--- config.mk ---
export PLATFORM = sky130hd
export DESIGN_NAME = uart_rx_flat
export DESIGN_NICKNAME = d
export VERILOG_FILES = /design/src/rtl/uart_rx_if.sv /design/src/rtl/uart_rx.sv /design/src/flat_wrapper.sv
export SDC_FILE = /design/constraint.sdc
export NUM_CORES = 1
export LEC_CHECK = 0
export CAP_MARGIN = 15
export CELL_PAD_IN_SITES_DETAIL_PLACEMENT = 1
export CELL_PAD_IN_SITES_GLOBAL_PLACEMENT = 1
export CORE_ASPECT_RATIO = 1.75
export CORE_UTILIZATION = 44
export DETAILED_ROUTE_END_ITERATION = 10
export GPL_TIMING_DRIVEN = 0
export PLACE_DENSITY_LB_ADDON = 0.1
export SETUP_SLACK_MARGIN = 0.1
export SYNTH_ARGS = -nofsm -noshare
export SYNTH_HDL_FRONTEND = slang
export SYNTH_SLANG_ARGS = --single-unit
--- constraint.sdc ---
create_clock -name clk -period 2.38 [get_ports clk]
set_clock_uncertainty 0.05 [all_clocks]
set_input_delay 0.357 -clock clk [delete_from_list [all_inputs] [get_ports clk]]
set_output_delay 0.357 -clock clk [all_outputs]
set_load 0.05 [all_outputs]
--- src/rtl/uart_rx_if.sv ---
// Parallel side of the UART receiver: received byte, valid/ack handshake and error flags.
// No latency of its own; the consumer holds off the receiver only by leaving rx_ack low, which raises overrun.
interface uart_rx_if;
  logic [7:0] d_out;
  logic       rx_valid;
  logic       rx_ack;
  logic       frame_err;
  logic       parity_err;
  logic       overrun;

  modport master (
    output d_out, rx_valid, frame_err, parity_err, overrun,
    input  rx_ack
  );

  modport slave (
    input  d_out, rx_valid, frame_err, parity_err, overrun,
    output rx_ack
  );
endinterface

--- src/rtl/uart_rx.sv ---
// uart_rx: 8-bit UART receiver on a 16x baud_tick; even-parity slot added when UART_RX_PARITY_EN is defined.
// Latency: 2 clk rxd synchroniser; rx_valid rises 1 clk after the baud_tick that samples the stop bit.
// Backpressure: none on the line; a byte completing over an unacknowledged one overwrites it and sets overrun.
module uart_rx #(
  parameter int OVERSAMPLE   = 16,
  parameter int SAMPLE_POINT = 7
) (
  input  logic      clk,
  input  logic      rst_n,
  input  logic      baud_tick,
  input  logic      enable_rx,
  input  logic      rxd,
  output logic      receiving,
  uart_rx_if.master rx_bus
);

  localparam int TW = $clog2(OVERSAMPLE);

`ifdef UART_RX_PARITY_EN
  typedef enum logic [2:0] {IDLE, START, DATA, PARITY, STOP} state_t;
  logic par_q;
`else
  typedef enum logic [2:0] {IDLE, START, DATA, STOP} state_t;
`endif

  state_t        state;
  logic          rxd_m, rxd_s;
  logic [TW-1:0] tick_cnt;
  logic [2:0]    bit_cnt;
  logic [7:0]    shift_q;
  logic          armed;
  logic          bit_end;

  assign bit_end = (tick_cnt == TW'(OVERSAMPLE - 1));

  always_ff @(posedge clk or negedge rst_n) begin
    if (!rst_n) begin
      rxd_m             <= 1'b1;
      rxd_s             <= 1'b1;
      state             <= IDLE;
      tick_cnt          <= '0;
      bit_cnt           <= '0;
      shift_q           <= '0;
      armed             <= 1'b1;
`ifdef UART_RX_PARITY_EN
      par_q             <= 1'b0;
`endif
      receiving         <= 1'b0;
      rx_bus.d_out      <= '0;
      rx_bus.rx_valid   <= 1'b0;
      rx_bus.frame_err  <= 1'b0;
      rx_bus.parity_err <= 1'b0;
      rx_bus.overrun    <= 1'b0;
    end else begin
      rxd_m <= rxd;
      rxd_s <= rxd_m;
      if (!enable_rx) begin
        state             <= IDLE;
        tick_cnt          <= '0;
        bit_cnt           <= '0;
        armed             <= 1'b1;
        receiving         <= 1'b0;
        rx_bus.d_out      <= '0;
        rx_bus.rx_valid   <= 1'b0;
        rx_bus.frame_err  <= 1'b0;
        rx_bus.parity_err <= 1'b0;
        rx_bus.overrun    <= 1'b0;
      end else begin
        if (rx_bus.rx_valid && rx_bus.rx_ack) begin
          rx_bus.rx_valid <= 1'b0;
          rx_bus.overrun  <= 1'b0;
        end
        // Completion assignments below come last so they win over a same-cycle ack.
        if (baud_tick) begin
          case (state)
            IDLE: begin
              if (!rxd_s && armed) begin
                state     <= START;
                tick_cnt  <= '0;
                receiving <= 1'b1;
              end else if (rxd_s) begin
                armed <= 1'b1;
              end
            end
            START: begin
              if (tick_cnt == TW'(SAMPLE_POINT)) begin
                tick_cnt <= '0;
                bit_cnt  <= '0;
                if (rxd_s) begin
                  state     <= IDLE;
                  receiving <= 1'b0;
                end else begin
                  state <= DATA;
                end
              end else begin
                tick_cnt <= tick_cnt + 1'b1;
              end
            end
            DATA: begin
              if (bit_end) begin
                tick_cnt <= '0;
                shift_q  <= {rxd_s, shift_q[7:1]};
                bit_cnt  <= bit_cnt + 3'd1;
                if (bit_cnt == 3'd7) begin
`ifdef UART_RX_PARITY_EN
                  state <= PARITY;
`else
                  state <= STOP;
`endif
                end
              end else begin
                tick_cnt <= tick_cnt + 1'b1;
              end
            end
`ifdef UART_RX_PARITY_EN
            PARITY: begin
              if (bit_end) begin
                tick_cnt <= '0;
                par_q    <= rxd_s;
                state    <= STOP;
              end else begin
                tick_cnt <= tick_cnt + 1'b1;
              end
            end
`endif
            STOP: begin
              if (bit_end) begin
                tick_cnt         <= '0;
                state            <= IDLE;
                receiving        <= 1'b0;
                // A low stop bit (break) must see the line high again before the next start.
                armed            <= rxd_s;
                rx_bus.d_out     <= shift_q;
                rx_bus.frame_err <= ~rxd_s;
`ifdef UART_RX_PARITY_EN
                rx_bus.parity_err <= (^shift_q) ^ par_q;
`else
                rx_bus.parity_err <= 1'b0;
`endif
                rx_bus.rx_valid  <= 1'b1;
                rx_bus.overrun   <= rx_bus.rx_valid && !rx_bus.rx_ack;
              end else begin
                tick_cnt <= tick_cnt + 1'b1;
              end
            end
            default: state <= IDLE;
          endcase
        end
      end
    end
  end

endmodule

--- src/flat_wrapper.sv ---
// flat-port wrapper written by rule: the top's interface ports become plain ports
module uart_rx_flat 
#(
  parameter int OVERSAMPLE   = 16,
  parameter int SAMPLE_POINT = 7
)
  (clk, rst_n, baud_tick, enable_rx, rxd, receiving, rx_bus_d_out, rx_bus_rx_valid, rx_bus_frame_err, rx_bus_parity_err, rx_bus_overrun, rx_bus_rx_ack);
  uart_rx_if rx_bus_i ();
  input  logic clk;
  input  logic rst_n;
  input  logic baud_tick;
  input  logic enable_rx;
  input  logic rxd;
  output logic receiving;
  output wire logic [$bits(rx_bus_i.d_out)-1:0] rx_bus_d_out;
  output wire logic [$bits(rx_bus_i.rx_valid)-1:0] rx_bus_rx_valid;
  output wire logic [$bits(rx_bus_i.frame_err)-1:0] rx_bus_frame_err;
  output wire logic [$bits(rx_bus_i.parity_err)-1:0] rx_bus_parity_err;
  output wire logic [$bits(rx_bus_i.overrun)-1:0] rx_bus_overrun;
  input wire logic [$bits(rx_bus_i.rx_ack)-1:0] rx_bus_rx_ack;
  assign rx_bus_d_out = rx_bus_i.d_out;
  assign rx_bus_rx_valid = rx_bus_i.rx_valid;
  assign rx_bus_frame_err = rx_bus_i.frame_err;
  assign rx_bus_parity_err = rx_bus_i.parity_err;
  assign rx_bus_overrun = rx_bus_i.overrun;
  assign rx_bus_i.rx_ack = rx_bus_rx_ack;
  uart_rx #(.OVERSAMPLE(OVERSAMPLE), .SAMPLE_POINT(SAMPLE_POINT)) u_core (.clk(clk), .rst_n(rst_n), .baud_tick(baud_tick), .enable_rx(enable_rx), .rxd(rxd), .receiving(receiving), .rx_bus(rx_bus_i));
endmodule
* After elaboration in Yosys (flattened, before gate mapping)
Index checks and enable logic that the tools add are counted.
** Word-level totals
- Flip-flop bits (word level) :: 34
- Bits of input ports :: 6
- Logic and storage cells :: 105
** Operators by class
- Add/sub/neg operators :: 2
- Eq/ne operators :: 21
- Muxes and demuxes :: 54
- Bitwise operators :: 1
- Reduce and logical (&&, ||, !) cells :: 14
** Operator list (number)
- $mux W3 :: 11
- $mux W8 :: 4
- $mux W1 :: 28
- $ne A3 B2 Y1 const B :: 7
- $mux W4 :: 5
- $pmux W3 S4 :: 1
- $pmux W4 S3 :: 1
- $reduce_and A6 Y1 :: 2
- $reduce_and A4 Y1 :: 2
- $eq A3 B2 Y1 const B :: 2
- $ne A3 B1 Y1 const B :: 2
- $pmux W3 S2 :: 1
- $reduce_and A3 Y1 :: 2
- $reduce_and A5 Y1 :: 1
- $add A4 B1 Y4 const B :: 1
- $eq A4 B3 Y1 const B :: 1
- $eq A4 B4 Y1 const B :: 1
- $ne A2 B1 Y1 const B :: 2
- $ne A4 B1 Y1 const B :: 1
- $ne A4 B2 Y1 const B :: 1
- $add A3 B1 Y3 const B :: 1
- $eq A3 B1 Y1 const B :: 1
- $eq A3 B3 Y1 const B :: 1
- $logic_and A1 B1 Y1 :: 3
- other kinds (9) :: 10

* Longest topological paths before layout
Gate-level depths: netlist of run 1.
- Depth in word-level cells :: 6
- Mapped depth :: 6
- Gate-level depth less buffers :: 6

* Least setup slack after synthesis of run 1
No wires, ideal clock.
- Path type :: register -> register
- Start :: register u_core.state[0]
- End :: register u_core.state[0]
- Library setup time :: 125 ps
- Arrival :: 1795 ps
- Required time :: 2205 ps
- Slack :: 410 ps
- Cell stages (with the launch flop) :: 7
- Buffers on the path :: 0
- Clock period less this slack :: 1970 ps
- Cell sequence :: dfrtp_1 > inv_1 > ha_1 > nand2b_1 > a32o_1 > or3_4 > mux2_4
** Between the ends
- Word-level cells in the longest chain between the ends :: 4
- Elaborated cells on any way between the ends :: 13
** RTL lines
- start, declared :: line uart_rx.sv:26 : state_t state;
- start signal, assigned :: line uart_rx.sv:40 : state <= IDLE;
- start signal, assigned :: line uart_rx.sv:58 : state <= IDLE;
- start signal, assigned :: line uart_rx.sv:78 : state <= START;
- $eq A3 B2 Y1, or another cell as far along :: line uart_rx.sv:75 : case (state)
- $pmux W3 S4 :: line uart_rx.sv:75
- $mux W3 :: line uart_rx.sv:74 : if (baud_tick) begin
- $mux W3 :: line uart_rx.sv:57 : if (!enable_rx) begin
Several ways; a longest one is shown, not always the timed one. The select of a mux whose other input is x is not followed.
A chain may end at the register's enable or synchronous reset.

* Worst setup path in the final report of run 1
- Start :: register u_core.state[1]
- End :: register u_core.bit_cnt[2]
** Between the ends
- Word-level cells in the longest chain between the ends :: 4
- Elaborated cells on any way between the ends :: 9
** RTL lines
- $eq A3 B2 Y1 or $eq A3 B1 Y1 (tied branches) :: line uart_rx.sv:75
- $pmux W3 S2 :: line uart_rx.sv:75
- $mux W3 :: line uart_rx.sv:74
- $mux W3 :: line uart_rx.sv:57
- end signal, assigned :: line uart_rx.sv:103 : bit_cnt <= bit_cnt + 3'd1;
- end, declared :: line uart_rx.sv:29 : logic [2:0] bit_cnt;
Several ways; a longest one is shown, not always the timed one. The select of a mux whose other input is x is not followed.

==> impl_results.rst, run 1 <==
.. list-table::
   :header-rows: 1

   * - Metric
     - Value
   * - Run status
     - finished, final reports clean
   * - Wire length of the first global-routing pass
     - ~6.0 mm
   * - Remaining global-route overflow
     - 0
   * - Placer's final routability congestion estimate
     - between 0.8 and 0.9
   * - Synthesis-stage register bit count
     - 32
   * - Overall die height
     - 82.34 um
   * - Total chip power
     - ~1.6 mW
   * - First-pass DRT Iterations
     - 4
   * - DRT iter0 DRCs
     - 25
   * - Ant. Diodes
     - 0
   * - Worst setup path class
     - flop to flop
   * - DRC violations left
     - 0
   * - Floorplan die area
     - between 3000 and 4000 um2
   * - Most frequent standard cell in the layout excluding fill and tap cells
     - sky130_fd_sc_hd__dfrtp_1
   * - Largest net degree at the start of global routing
     - 33
   * - Fraction of power spent switching nets
     - between 30% and 40%
   * - Number of standard cells in the layout, taps in and fillers out
     - ~210
   * - Met1 wire length
     - 1.380 mm
   * - Worst Hold Slack
     - 54.93 ps
   * - Synth Instances
     - about 140
   * - Number of nets with antenna violations after routing
     - 0
   * - Top cell family by delay on the critical path
     - compound AO/OA/AOI/OAI gates
   * - Detailed route wirelength on metal3
     - 115 um
   * - Instance area at placement
     - roughly 1800 um2
   * - Initial cell density of the core
     - a little under half
   * - Worst min path class
     - input port to async pin
   * - Post-Place Setup Slack
     - 31.27 ps
   * - Buffer type at the clock tree root
     - sky130_fd_sc_hd__clkbuf_8
   * - Max-cap viol count
     - 0
   * - Number of primary I/O pins
     - 19
   * - Share of layout cells above drive strength 1
     - between 15 and 20%
   * - Resized cells post-CTS
     - 0
   * - Cell area after synthesis
     - around 1600 um2
   * - Clock tree from TritonCTS
     - built
   * - Most area-consuming cells after synthesis
     - sky130_fd_sc_hd__dfrtp_1 (45%), sky130_fd_sc_hd__mux2_2 (8.3%), sky130_fd_sc_hd__mux2i_1 (5.6%)
   * - Routed len/inst
     - 17.29 um
   * - Worst path slowest cell
     - sky130_fd_sc_hd__dfrtp_1
   * - Leakage dissipation
     - roughly 0.94 nW
   * - Net count of the mapped netlist
     - approximately 160
   * - HPWL after detailed placement
     - 2.608 mm
   * - Cell taking the most area after synthesis
     - sky130_fd_sc_hd__dfrtp_1
   * - Setup repair after global routing missed its margin
     - no
   * - Combinational share of power
     - 28.2%
   * - Count of fill cells added during filler insertion
     - ~410
   * - Slew headroom
     - 54.13%
   * - Synth top area share
     - 44.72%
   * - Top Layer Used
     - met4
   * - Setup slack of the critical path after layout
     - between 150 and 200 ps
   * - Met2 routed wirelength
     - a little over 2 mm
   * - Antenna violations before repair
     - 0
   * - Highest-count cells in the layout ignoring fill and taps
     - sky130_fd_sc_hd__dfrtp_1 (29), sky130_fd_sc_hd__clkdlybuf4s50_1 (16), sky130_fd_sc_hd__mux2_2 (12)
   * - Clock Latency Late Sink
     - just under 300 ps
   * - Fmax achieved
     - ~450 MHz
   * - Sinks on the clock net
     - 32
   * - Critical path data arrival time
     - about 2300 ps
   * - Peak supply drop
     - roughly 0.52 mV
   * - Final setup viols
     - 0
   * - Number of buffers added on ports
     - 17
   * - CORE AREA
     - 3433 um2
   * - Die extent in x
     - around 48 um
   * - Power density cells
     - between 800 and 900 nW/um2
   * - Final design utilization
     - 56.96%
   * - Synthesized area per cell
     - approximately 11 um2
   * - Bufs on Longest Clock Path
     - 2
   * - Flip-flop and latch area
     - a little over 800 um2
   * - Total negative slack for setup checks
     - 0 ps
   * - Num CTS Buffers
     - 5
   * - Clock edge transition at the registers on the reported setup and hold paths
     - around 70 ps
   * - Data required time at the worst endpoint
     - 2500 ps
   * - Post-route clock period utilization
     - 92.89%
   * - Clock network fraction of total power
     - roughly 33%
   * - Number of placement rows
     - 28
   * - Count of H-tree levels built during CTS
     - 2
   * - Global routing usage summed across all routing layers
     - between 20% and 30%
   * - Area growth from synthesis to final layout
     - 20.51%
   * - Pin slew with the least headroom to its limit
     - 688.1 ps
   * - Net count reported at finish
     - 179
   * - Count of buffers added by post-CTS timing repair for setup
     - 0
   * - Critical-path maximum fanout
     - 8
   * - Post-route cell area
     - about 2000 um2
   * - Vias after detailed routing
     - roughly 1.2k
   * - Share of power burned in registers
     - 39.1%
   * - CP endpoint kind
     - flop
   * - WL final
     - around 3.7 mm
   * - Number of endpoints with negative hold slack in the final report
     - 0
   * - Switching Power
     - between 0.5 and 0.6 mW
   * - Final critical delay including setup and external delays
     - between 2000 and 2500 ps
   * - YS warnings
     - 0
   * - Worst stage delay on the critical path
     - around 440 ps
   * - Critical path, cell by cell
     - inv_1 -> ha_1 -> o21ai_0 -> a31oi_1 -> a21oi_1 -> mux2_2
   * - Cell total after placement
     - roughly 200
   * - Internal power of the cells
     - around 1.1 mW
   * - Number of global-route vias before repair
     - 1329
   * - Count of cell types in the netlist
     - 40
   * - Mean number of vias per cell
     - between 5 and 6
   * - Sequential area share after synthesis
     - around half
   * - CP Launch Type
     - flop
   * - Fin. max-slew vios
     - 0
   * - CTS Hold Buffers Added
     - 0
   * - Multi-input logic area
     - just under 800 um2
   * - Count of buffering cells on the critical path with inverters included
     - 1
[Yosys cell counts]
library cell	count
sky130_fd_sc_hd__a2111oi_0	1
sky130_fd_sc_hd__a211o_1	1
sky130_fd_sc_hd__a211oi_1	1
sky130_fd_sc_hd__a21bo_2	1
sky130_fd_sc_hd__a21boi_0	1
sky130_fd_sc_hd__a21oi_1	1
sky130_fd_sc_hd__a31oi_1	1
sky130_fd_sc_hd__a32o_1	3
sky130_fd_sc_hd__and2_0	1
sky130_fd_sc_hd__and2_1	2
sky130_fd_sc_hd__and3_1	4
sky130_fd_sc_hd__buf_2	1
sky130_fd_sc_hd__buf_4	2
sky130_fd_sc_hd__clkbuf_1	2
sky130_fd_sc_hd__conb_1	1
sky130_fd_sc_hd__dfrtp_1	29
sky130_fd_sc_hd__dfstp_2	3
sky130_fd_sc_hd__ha_1	7
sky130_fd_sc_hd__inv_1	2
sky130_fd_sc_hd__mux2_2	12
sky130_fd_sc_hd__mux2_4	1
sky130_fd_sc_hd__mux2i_1	9
sky130_fd_sc_hd__nand2_1	10
sky130_fd_sc_hd__nand2b_1	3
sky130_fd_sc_hd__nand3_1	3
sky130_fd_sc_hd__nand3b_1	3
sky130_fd_sc_hd__nand4_1	1
sky130_fd_sc_hd__nand4b_1	1
sky130_fd_sc_hd__nor2_1	8
sky130_fd_sc_hd__nor2b_1	10
sky130_fd_sc_hd__nor3_1	3
sky130_fd_sc_hd__o211a_1	1
sky130_fd_sc_hd__o211ai_1	2
sky130_fd_sc_hd__o21a_1	1
sky130_fd_sc_hd__o21ai_0	4
sky130_fd_sc_hd__o21ba_2	1
sky130_fd_sc_hd__o2bb2ai_1	1
sky130_fd_sc_hd__o31ai_1	1
sky130_fd_sc_hd__o32ai_1	2
sky130_fd_sc_hd__or3_4	1
[cells by family (layout without fill, tap and decap cells)]
logic type / Yosys count / count (layout) / share of synthesized area, %
multiplexers: 22 / 22 / 14.80
flip-flops: 32 / 32 / 49.58
AO/OA/AOI/OAI: 23 / 23 / 11.10
buffers and inverters: 7 / 32 / 2.159
adder cells (fa/ha/maj): 7 / 7 / 5.397
other: 1 / 1 / 0.2311
AND/OR/NAND/NOR: 50 / 50 / 16.73
[final timing paths]
path	start	endpoint	slack [ps]	cells after the start
max in group asynchronous	rst_n	u_core.rx_bus.d_out[4]	1770	1
min reg2reg	u_core.rxd_m	u_core.rxd_s	310	0
min	rst_n	u_core.state[0]	50	1
min in group clk	u_core.rxd_m	u_core.rxd_s	310	0
max reg2reg	u_core.state[1]	u_core.bit_cnt[2]	170	6
max	u_core.state[1]	u_core.bit_cnt[2]	170	6
[power groups by stage]
stage / Sequential (mW) / Combinational [mW] / Clock (mW)
after floorplan: 0.640 / 0.307 / 0
after global placement: 0.625 / 0.418 / 0
after detailed placement: 0.630 / 0.439 / 0
after CTS: 0.621 / 0.450 / 0.537
after global routing: 0.626 / 0.492 / 0.550
final: 0.621 / 0.448 / 0.520
[routing by layer]
layer  GRT usage (%)  vias up
li1                -      557
met1           22.63      593
met2           38.92       25
met3           4.348       12
met4           13.33        0
met5               0        -
[flip-flops by register name (all words and copies together) (netlist names)]
name and flops:
u_core.rx_bus.frame_err 1, u_core.receiving 1, u_core.rx_bus.overrun 1, u_core.rx_bus.d_out 8, u_core.rxd_m 1, u_core.state 2
u_core.rxd_s 1, u_core.rx_bus.rx_valid 1, u_core.tick_cnt 4, u_core.bit_cnt 3, u_core.shift_q 8, u_core.armed 1
[layout make-up]
type | count | share of cell area [%]
tap | 45 | 2.879
timing repair buffer | 17 | 8.445
buffer | 5 | 1.408
sequential | 32 | 41.14
inverter | 2 | 0.3839
clock buffer | 5 | 3.519
clock inverter | 3 | 2.175
multi-input combinational | 103 | 40.05
(Power assumes the default switching activity.)
==> run 2, diff against run 1 <==
--- a/config.mk
+++ b/config.mk
@@ -9,7 +9,7 @@
 export CELL_PAD_IN_SITES_DETAIL_PLACEMENT = 1
 export CELL_PAD_IN_SITES_GLOBAL_PLACEMENT = 1
 export CORE_ASPECT_RATIO = 1.75
-export CORE_UTILIZATION = 44
+export CORE_UTILIZATION = 42
 export DETAILED_ROUTE_END_ITERATION = 10
 export GPL_TIMING_DRIVEN = 0
 export PLACE_DENSITY_LB_ADDON = 0.1
==> impl_results.rst, run 2 (same netlist as run 1, synthesis figures left out) <==
.. list-table::
   :header-rows: 1

   * - Metric
     - Value
   * - Post-route clock period utilization
     - 91.14% (was 92.89%)
   * - Global routing usage summed across all routing layers
     - 18.98% (was 22.17%)
   * - Critical path data arrival time
     - 2280 ps (was 2330 ps)
   * - Number of nets with antenna violations after routing
     - 0 (unchanged)
   * - Setup repair after global routing missed its margin
     - no (unchanged)
   * - CTS Hold Buffers Added
     - 0 (unchanged)
   * - Worst path slowest cell
     - sky130_fd_sc_hd__dfrtp_1 (unchanged)
   * - WL final
     - 3.515 mm (was 3.665 mm)
   * - Critical register-to-register path startpoint
     - u_core.state[0] (was u_core.state[1])
   * - Run status
     - finished, final reports clean (unchanged)
   * - Fin. max-slew vios
     - 0 (unchanged)
   * - Critical-path maximum fanout
     - 5 (was 8)
   * - Registers with the most flip-flops
     - u_core.rx_bus.d_out x8, u_core.shift_q x8, u_core.tick_cnt x4 (unchanged)
   * - Peak supply drop
     - 0.5434 mV (was 0.5204 mV)
   * - Floorplan die area
     - 4126 um2 (was 3944 um2)
   * - Placer's final routability congestion estimate
     - 0.8070 (was 0.8035)
   * - DRT iter0 DRCs
     - 9 (was 25)
   * - Largest net degree at the start of global routing
     - 33 (unchanged)
   * - CP endpoint kind
     - flop (unchanged)
   * - Antenna violations before repair
     - 0 (unchanged)
   * - Remaining global-route overflow
     - 0 (unchanged)
   * - Routed len/inst
     - 16.50 um (was 17.29 um)
   * - Cell total after placement
     - 205 (was 204)
   * - Count of buffering cells on the critical path with inverters included
     - 1 (unchanged)
   * - Data required time at the worst endpoint
     - 2490 ps (was 2500 ps)
   * - First-pass DRT Iterations
     - 4 (unchanged)
   * - HPWL after detailed placement
     - 2.652 mm (was 2.608 mm)
   * - Total negative slack for setup checks
     - 0 ps (unchanged)
   * - Area growth from synthesis to final layout
     - 19.43% (was 20.51%)
   * - Share of layout cells above drive strength 1
     - 18.56% (unchanged)
   * - Clock edge transition at the registers on the reported setup and hold paths
     - 60 ps (was 70 ps)
   * - Initial cell density of the core
     - 44.28% (was 47.27%)
   * - Fmax achieved
     - 461.0 MHz (was 452.3 MHz)
   * - Resized cells post-CTS
     - 0 (unchanged)
   * - Top cell family by delay on the critical path
     - simple AND/OR/NAND/NOR gates (was compound AO/OA/AOI/OAI gates)
   * - Power density cells
     - 763.2 nW/um2 (was 812.6 nW/um2)
   * - Number of endpoints with negative hold slack in the final report
     - 0 (unchanged)
   * - Net count reported at finish
     - 179 (unchanged)
   * - Vias after detailed routing
     - 1160 (was 1187)
   * - Clock tree from TritonCTS
     - built (unchanged)
   * - Highest-count cells in the layout ignoring fill and taps
     - sky130_fd_sc_hd__dfrtp_1 (29), sky130_fd_sc_hd__clkdlybuf4s50_1 (16), sky130_fd_sc_hd__mux2_2 (12) (unchanged)
   * - Worst reg2reg path depth
     - 6 (unchanged)
   * - Mean number of vias per cell
     - 5.446 (was 5.599)
   * - Count of fill cells added during filler insertion
     - 395 (was 405)
   * - Number of global-route vias before repair
     - 1292 (was 1329)
   * - Worst setup path class
     - flop to flop (unchanged)
   * - Count of buffers added by post-CTS timing repair for setup
     - 0 (unchanged)
   * - Leakage dissipation
     - 0.9359 nW (was 0.9391 nW)
   * - Max-cap viol count
     - 0 (unchanged)
   * - Worst min path class
     - input port to async pin (unchanged)
   * - Number of buffers added on ports
     - 17 (unchanged)
   * - Reg2reg setup slack
     - 210 ps (was 170 ps)
   * - Bufs on Longest Clock Path
     - 2 (unchanged)
   * - CORE AREA
     - 3665 um2 (was 3433 um2)
   * - Slew headroom
     - 54.29% (was 54.13%)
   * - Number of standard cells in the layout, taps in and fillers out
     - 213 (was 212)
   * - Buffer type at the clock tree root
     - sky130_fd_sc_hd__clkbuf_8 (unchanged)
   * - Most frequent standard cell in the layout excluding fill and tap cells
     - sky130_fd_sc_hd__dfrtp_1 (unchanged)
   * - Start point of the critical path
     - u_core.state[0] (was u_core.state[1])
   * - Final setup viols
     - 0 (unchanged)
   * - Worst stage delay on the critical path
     - 430 ps (was 440 ps)
   * - Number of placement rows
     - 29 (was 28)
   * - Overall die height
     - 84.23 um (was 82.34 um)
   * - Pin slew with the least headroom to its limit
     - 685.6 ps (was 688.1 ps)
   * - Ant. Diodes
     - 0 (unchanged)
   * - Critical path, cell by cell
     - inv_1 -> ha_1 -> nand2b_1 -> a32o_1 -> or3_4 -> mux2_4 (was inv_1 -> ha_1 -> o21ai_0 -> a31oi_1 -> a21oi_1 -> mux2_2)
   * - Count of H-tree levels built during CTS
     - 2 (unchanged)
   * - Final critical delay including setup and external delays
     - 2169 ps (was 2211 ps)
   * - Number of primary I/O pins
     - 19 (unchanged)
   * - Reg-to-reg endpoint
     - u_core.state[0] (was u_core.bit_cnt[2])
   * - Sinks on the clock net
     - 32 (unchanged)
   * - Clock Latency Late Sink
     - 270 ps (was 290 ps)
   * - Num CTS Buffers
     - 5 (unchanged)
   * - CP Launch Type
     - flop (unchanged)
   * - Wire length of the first global-routing pass
     - 5.940 mm (was 5.996 mm)
   * - Die extent in x
     - 48.99 um (was 47.91 um)
   * - DRC violations left
     - 0 (unchanged)
-- run 2: cell count changes in the layout (fill, tap and decap cells not counted), sizes merged --
cell | previous run | this run
bufinv | 1 | 0
clkbuf | 7 | 8
clkinv | 1 | 2
clkinvlp | 1 | 0
-- run 2: how the worst max path moves through the flow --
stage / end / slack, ps / depth (start not counted)
after global placement: u_core.state[0] / 60 / 5
after floorplan: u_core.state[0] / 410 / 6
after global routing: u_core.shift_q[7] / 130 / 5
final: u_core.state[0] / 210 / 6
after CTS: u_core.state[0] / 210 / 6
after detailed placement: u_core.state[0] / 50 / 5
-- run 2: final cells by class --
cell class / count / area [um2] / share of cell area (%)
buffer: 5 / 27.53 / 1.420
clock buffer: 6 / 82.58 / 4.261
clock inverter: 2 / 10.01 / 0.5165
inverter: 2 / 7.507 / 0.3873
multi-input combinational: 103 / 783.3 / 40.41
sequential: 32 / 804.5 / 41.51
tap: 46 / 57.56 / 2.970
timing repair buffer: 17 / 165.2 / 8.522
-- run 2: metal layers --
| metal | share of wire [%] | track usage, % |
|---|---|---|
| met5 | 0 | 0 |
| met4 | 2.0 | 9.626 |
| met3 | 2.2 | 2.899 |
| met2 | 57 | 35.48 |
| met1 | 39 | 19.91 |
-- run 2: where the power goes --
part	leakage, nW	internal [mW]	switching, mW
Clock	0.0510	0.230	0.188
Combinational	0.451	0.185	0.256
Sequential	0.433	0.580	0.0395
-- run 2: metrics by stage --
step | worst slack [ps] | power (mW) | cell area, um2 | util, % | hold slack (ps)
after floorplan | 409.6 | 0.9463 | 1623 | - | 11.41
after global placement | 61.69 | 1.050 | 1851 | 50.50 | 296.5
after detailed placement | 48.63 | 1.073 | 1846 | 50.36 | 303.8
after CTS | 211.3 | 1.497 | 1938 | 52.88 | 105.6
after global routing | 133.5 | 1.560 | 1938 | 52.88 | 129.2
final | 210.8 | 1.479 | 1938 | 52.88 | 67.20
